**config.mk**
```make
export PLATFORM = sky130hd
export DESIGN_NAME = apb_regbank_slave
export DESIGN_NICKNAME = d
export VERILOG_FILES = /design/src/rtl/apb_regbank_slave.sv
export SDC_FILE = /design/constraint.sdc
export NUM_CORES = 1
export LEC_CHECK = 0
export ABC_AREA = 0
export CAP_MARGIN = 0
export CORE_ASPECT_RATIO = 0.8
export CORE_UTILIZATION = 63
export CTS_BUF_LIST = sky130_fd_sc_hd__clkbuf_8
export DETAILED_ROUTE_END_ITERATION = 8
export PLACE_DENSITY_LB_ADDON = 0.12
export SLEW_MARGIN = 15
export SYNTH_ARGS = -nofsm -noshare
export SYNTH_HDL_FRONTEND = slang
export SYNTH_SLANG_ARGS = --single-unit
```
**constraint.sdc**
```tcl
create_clock -name clk_i -period 4.1 [get_ports clk_i]
set_clock_uncertainty 0.15 [all_clocks]
set_input_delay 0.82 -clock clk_i [delete_from_list [all_inputs] [get_ports clk_i]]
set_output_delay 0.82 -clock clk_i [all_outputs]
set_load 0.01 [all_outputs]
```
**src/rtl/apb_regbank_slave.sv**
```systemverilog
// apb_regbank_slave: parametrised APB register bank with wait states, error checks and a core read port.
// Define APB_REGBANK_STATUS_EN to add a read-only status word just past the bank.
module apb_regbank_slave #(
  parameter int BUS_WIDTH   = 32,
  parameter int ADDR_WIDTH  = 16,
  parameter int DEPTH       = 16,
  parameter int WAIT_STATES = 0,
  localparam int STRB_W     = BUS_WIDTH / 8,
  localparam int LSB        = $clog2(STRB_W),
  localparam int IDX_W      = $clog2(DEPTH)
) (
  input  logic                  clk_i,
  input  logic                  rst_ni,
  input  logic                  psel_i,
  input  logic                  penable_i,
  input  logic                  pwrite_i,
  input  logic [STRB_W-1:0]     pstrb_i,
  input  logic [BUS_WIDTH-1:0]  pwdata_i,
  input  logic [ADDR_WIDTH-1:0] paddr_i,
  output logic                  pready_o,
  output logic                  pslverr_o,
  output logic [BUS_WIDTH-1:0]  prdata_o,
  output logic                  busy_o,
  input  logic [IDX_W-1:0]      core_idx_i,
  output logic [BUS_WIDTH-1:0]  core_data_o,
  output logic                  wr_pulse_o
);
  typedef enum logic {IDLE, ACCESS} state_t;
  state_t state, state_n;
  logic [ADDR_WIDTH-1:0] addr_q, addr;
  logic write_q, write;
  logic [STRB_W-1:0] strb_q, strb;
  logic [BUS_WIDTH-1:0] wdata_q, rdata;
  logic [BUS_WIDTH-1:0] regs [DEPTH];
  logic [3:0] cnt;
  logic [IDX_W-1:0] idx;
  logic setup, done, abort, rise, misalign, oor, err;
`ifdef APB_REGBANK_STATUS_EN
  logic stat, flag;
  logic [7:0] errs;
`endif
  assign setup = state == IDLE && psel_i && !penable_i;
  assign done  = state == ACCESS && pready_o && psel_i && penable_i;
  assign abort = state == ACCESS && !psel_i;
  assign rise  = (setup && WAIT_STATES == 0) || (state == ACCESS && psel_i && cnt == 4'd1);
  // Decode the live bus at the setup edge (zero-wait completes there), the latched copy afterwards.
  assign addr  = setup ? paddr_i : addr_q;
  assign write = setup ? pwrite_i : write_q;
  assign strb  = setup ? pstrb_i : strb_q;
  assign idx      = IDX_W'(addr >> LSB);
  assign misalign = (addr & ADDR_WIDTH'(STRB_W - 1)) != '0;
  assign oor      = (addr >> (LSB + IDX_W)) != '0;
`ifdef APB_REGBANK_STATUS_EN
  assign stat  = !misalign && (addr >> LSB) == ADDR_WIDTH'(DEPTH);
  assign err   = misalign || (oor && !stat) || (!write && strb != '0) || (stat && write);
  assign rdata = stat ? BUS_WIDTH'({errs, flag}) : regs[idx];
`else
  assign err   = misalign || oor || (!write && strb != '0);
  assign rdata = regs[idx];
`endif
  assign core_data_o = regs[core_idx_i];
  always_ff @(posedge clk_i or negedge rst_ni) begin
    if (!rst_ni) state <= IDLE;
    else state <= state_n;
  end
  always_comb begin
    state_n = state == IDLE ? (setup ? ACCESS : IDLE) : (done || abort ? IDLE : ACCESS);
  end
  always_comb begin
    busy_o = state == ACCESS;
  end
  always_ff @(posedge clk_i or negedge rst_ni) begin
    if (!rst_ni) begin
      addr_q     <= '0;
      write_q    <= 1'b0;
      strb_q     <= '0;
      wdata_q    <= '0;
      cnt        <= '0;
      pready_o   <= 1'b0;
      pslverr_o  <= 1'b0;
      prdata_o   <= '0;
      wr_pulse_o <= 1'b0;
      for (int i = 0; i < DEPTH; i++) regs[i] <= '0;
`ifdef APB_REGBANK_STATUS_EN
      flag <= 1'b0;
      errs <= '0;
`endif
    end else begin
      wr_pulse_o <= 1'b0;
      if (setup) begin
        addr_q  <= paddr_i;
        write_q <= pwrite_i;
        strb_q  <= pstrb_i;
        wdata_q <= pwdata_i;
        cnt     <= 4'(WAIT_STATES);
      end else if (state == ACCESS && cnt != '0) cnt <= cnt - 4'd1;
      if (rise) begin
        pready_o  <= 1'b1;
        pslverr_o <= err;
        if (!write || err) prdata_o <= err ? '0 : rdata;
      end
      if (done || abort) begin
        pready_o  <= 1'b0;
        pslverr_o <= 1'b0;
      end
      if (done && !err && write) begin
        wr_pulse_o <= 1'b1;
        for (int k = 0; k < STRB_W; k++)
          if (strb_q[k]) regs[idx][8*k +: 8] <= wdata_q[8*k +: 8];
      end
`ifdef APB_REGBANK_STATUS_EN
      if (abort) flag <= 1'b1;
      else if (done && !err && !write && stat) flag <= 1'b0;
      if (done && err && errs != 8'hFF) errs <= errs + 8'd1;
`endif
    end
  end
endmodule

```
==> impl_metrics.env <==
export IMPL_grt_usage=0.401
export IMPL_synth_warnings=0
export IMPL_maxSlewViolCount=0
export IMPL_min_path_type="reg -> reg"
export IMPL_synth_edf_count=0
export IMPL_grt_first_pass_wirelength_um=161000
export IMPL_clkSlewWorstSetupHoldPaths_ps=60
export IMPL_arrival_ps=2970
export IMPL_p_per_area_nw_per_um2=364
export IMPL_routed_wl_um=106000
export IMPL_core_um2=52500
export IMPL_grt_max_degree=97
export IMPL_cts_buffers=96
export IMPL_num_fill_cells=3477
export IMPL_syn_nets=2691
export IMPL_status="complete, no violations"
export IMPL_clk_latency_ps=720
export IMPL_gp_congestion=0.905
export IMPL_ir_worst_vdd_uv=272
export IMPL_critPathLaunch="core_idx_i[0]"
export IMPL_synth_avg_cell_area_um2=12.8
export IMPL_timing_fmax_mhz=254
export IMPL_final_common_cell="dfrtp_1"
export IMPL_fin_tns_setup_ps=0
export IMPL_wl_per_cell_um=30.0
export IMPL_antenna_found_initial=4
export IMPL_clockRootBuffer="clkbuf_8"
export IMPL_start_util=0.639
export IMPL_r2r_start="busy_o$_DFF_PN0_"
export IMPL_synth_cell_types=65
export IMPL_drive_gt1_frac=0.363
export IMPL_die_area_um2=54100
export IMPL_cts_sinks=605
export IMPL_power_total_mw=13.9
export IMPL_whs_ps=331
export IMPL_cts_buffer_depth=3
export IMPL_critPathCaptureType="output port"
export IMPL_viasPerCell=7.15
export IMPL_syn_to_final_growth_pct=14.0
export IMPL_drc=0
export IMPL_ys_seq_elements=605
export IMPL_worstSetupStartpointType="primary input"
export IMPL_grt_pass1_vias=25486
export IMPL_dr_first_iter_drc_count=3412
export IMPL_syn_instance_count=2627
export IMPL_worstHoldStart="addr_q[11]$_DFF_PN0_"
export IMPL_p_leak_nw=18.1
export IMPL_nets=2837
export IMPL_hold_viol_final=0
export IMPL_die_x_um=260
export IMPL_period_needed_ps=3940
export IMPL_hpwl_um=65200
export IMPL_min_period_over_period=0.962
export IMPL_std_cell_rows=75
export IMPL_cts_tree="built"
export IMPL_rsz0062_at_grt="false"
export IMPL_dr_pass1_iters=8
export IMPL_dp_slack_ps=-36.1
export IMPL_worst_pin_slew_ps=1190
export IMPL_critical_path_max_fanout=13
export IMPL_antenna_left=0
export IMPL_layout_common_cells="dfrtp_1, mux2_2, nand2_1"
export IMPL_vias=25347
export IMPL_grt_overflow_total=0
export IMPL_ios=129
export IMPL_io_buffer_count=128
export IMPL_netlist_area_um2=33500
export IMPL_path_class="in -> out"
export IMPL_finalWorstSetupSlack_ps=157
export IMPL_die_h_um=208
export IMPL_synth_yosys_seq_area_share=0.452
export IMPL_setup_viol_count_final=0
export IMPL_drv_cap=0
export IMPL_h_tree_depth=3
export IMPL_slew_headroom=0.207
export IMPL_synth_flop_cell="dfrtp_1"
export IMPL_async_flop_share=1.00
export IMPL_crit_required_ps=3130
synthesized netlist by cell type, drive strengths merged, types with 2 or more instances:
cell type | count | area share
a22oi | 31 | 0.0069
nand4 | 4 | 0.00075
o22ai | 15 | 0.0028
nor3 | 11 | 0.0031
nor2b | 2 | 0.00037
a21boi | 3 | 0.00078
o211ai | 10 | 0.0039
o211a | 55 | 0.016
ha | 3 | 0.0011
nor4b | 4 | 0.0010
o21a | 2 | 0.00045
nand2b | 7 | 0.0013
a21oi | 65 | 0.0097
o2111ai | 6 | 0.0016
and3b | 2 | 0.00052
and3 | 2 | 0.00037
mux2 | 525 | 0.18
o2bb2ai | 2 | 0.00052
clkbuf | 126 | 0.014
a31oi | 4 | 0.00075
nor2 | 81 | 0.013
nor4 | 22 | 0.0041
nand4b | 2 | 0.00052
a2111oi | 11 | 0.0029
a221oi | 32 | 0.0084
a311oi | 15 | 0.0039
nand2 | 303 | 0.036
and4 | 2 | 0.00052
a221o | 3 | 0.00090
o21ai | 24 | 0.0036
xnor2 | 2 | 0.00052
inv | 14 | 0.0016
o31ai | 4 | 0.0013
nor3b | 7 | 0.0016
buf | 80 | 0.011
nand3 | 28 | 0.0042
nor4bb | 4 | 0.0012
mux4 | 160 | 0.11
dfrtp | 605 | 0.45
o22a | 5 | 0.0013
a211oi | 30 | 0.0067
a32oi | 18 | 0.0047
mux2i | 261 | 0.079
a32o | 31 | 0.0093
path summary, 6_finish.rpt:
path / endpoint / slack, ps / depth (start not counted)
max in group asynchronous: regs[146]$_DFFE_PN0P_ / 2250 / 4
worst min-delay path: addr_q[11]$_DFF_PN0_ / 330 / 2
worst max register to register: regs[403]$_DFFE_PN0P_ / 570 / 6
min in group asynchronous: regs[251]$_DFFE_PN0P_ / 510 / 2
worst max-delay path: core_data_o[30] / 160 / 6
worst min register to register: addr_q[11]$_DFF_PN0_ / 330 / 2
through the flow:
stage | util | cells | cell area (um2)
global route | 0.728 | 3543 | 38200
global placement | 0.690 | 3367 | 36200
CTS | 0.728 | 3542 | 38200
detailed placement | 0.690 | 3367 | 36200
finish | 0.728 | 3544 | 38200
floorplan | - | 2627 | 33500
cells by family after synthesis:
logic type	Yosys count	synth area share
multiplexers	946	0.363
flip-flops	605	0.452
AND/OR/NAND/NOR	484	0.0694
AO/OA/AOI/OAI	367	0.0872
buffers and inverters	220	0.0270
adder cells (fa/ha/maj)	3	0.00112
XOR/XNOR	2	0.000523
state kept, by name, indices dropped and copies added (netlist names):
signal and flops:
strb_q 4, prdata_o 32, pready_o 1, wr_pulse_o 1, pslverr_o 1, cnt 4
busy_o 1, addr_q 16, regs 512, write_q 1, wdata_q 32
what timing repair did:
item / 4_1_cts / 5_1_grt
endpoints found under the setup margin: 0 / 0
hold buffers: 1 / 0
gates resized for setup: 0 / 0
endpoints found under the hold margin: 51 / 0
buffers inserted: 0 / 0
layer usage:
layer | vias to the layer above | share of wire | wire, um | global-route usage
met5 | - | 0.000094 | 10 | 0
met4 | 2 | 0.047 | 4970 | 0.178
met3 | 344 | 0.13 | 13400 | 0.127
met2 | 1705 | 0.43 | 45700 | 0.559
met1 | 12982 | 0.40 | 42400 | 0.576
li1 | 10314 | - | - | -
worst max-delay path, cell delays in order:
cell and delay [ps]:
clkbuf_8 150, buf_12 180, buf_12 190, mux4_2 560, mux4_2 530, clkdlybuf4s50_1 520
power by group:
group | internal, mW | switching [mW] | leakage, nW
sequential | 6.08 | 0.359 | 8.36
clock | 2.84 | 2.51 | 1.13
combinational | 0.722 | 1.38 | 8.61
total | 9.64 | 4.25 | 18.1
final cells by class:
class                   count  area [um2]  area share
clock inverters            54         338     0.00884
repair buffers            254        2610      0.0682
multi-input cells        1802       17500       0.459
diodes                      2        5.00    0.000131
clock buffers             120        1650      0.0432
well taps                 693         867      0.0227
inverters                  14        57.6     0.00151
flip-flops and latches    605       15100       0.396
Power figures use the tool's default switching activity.
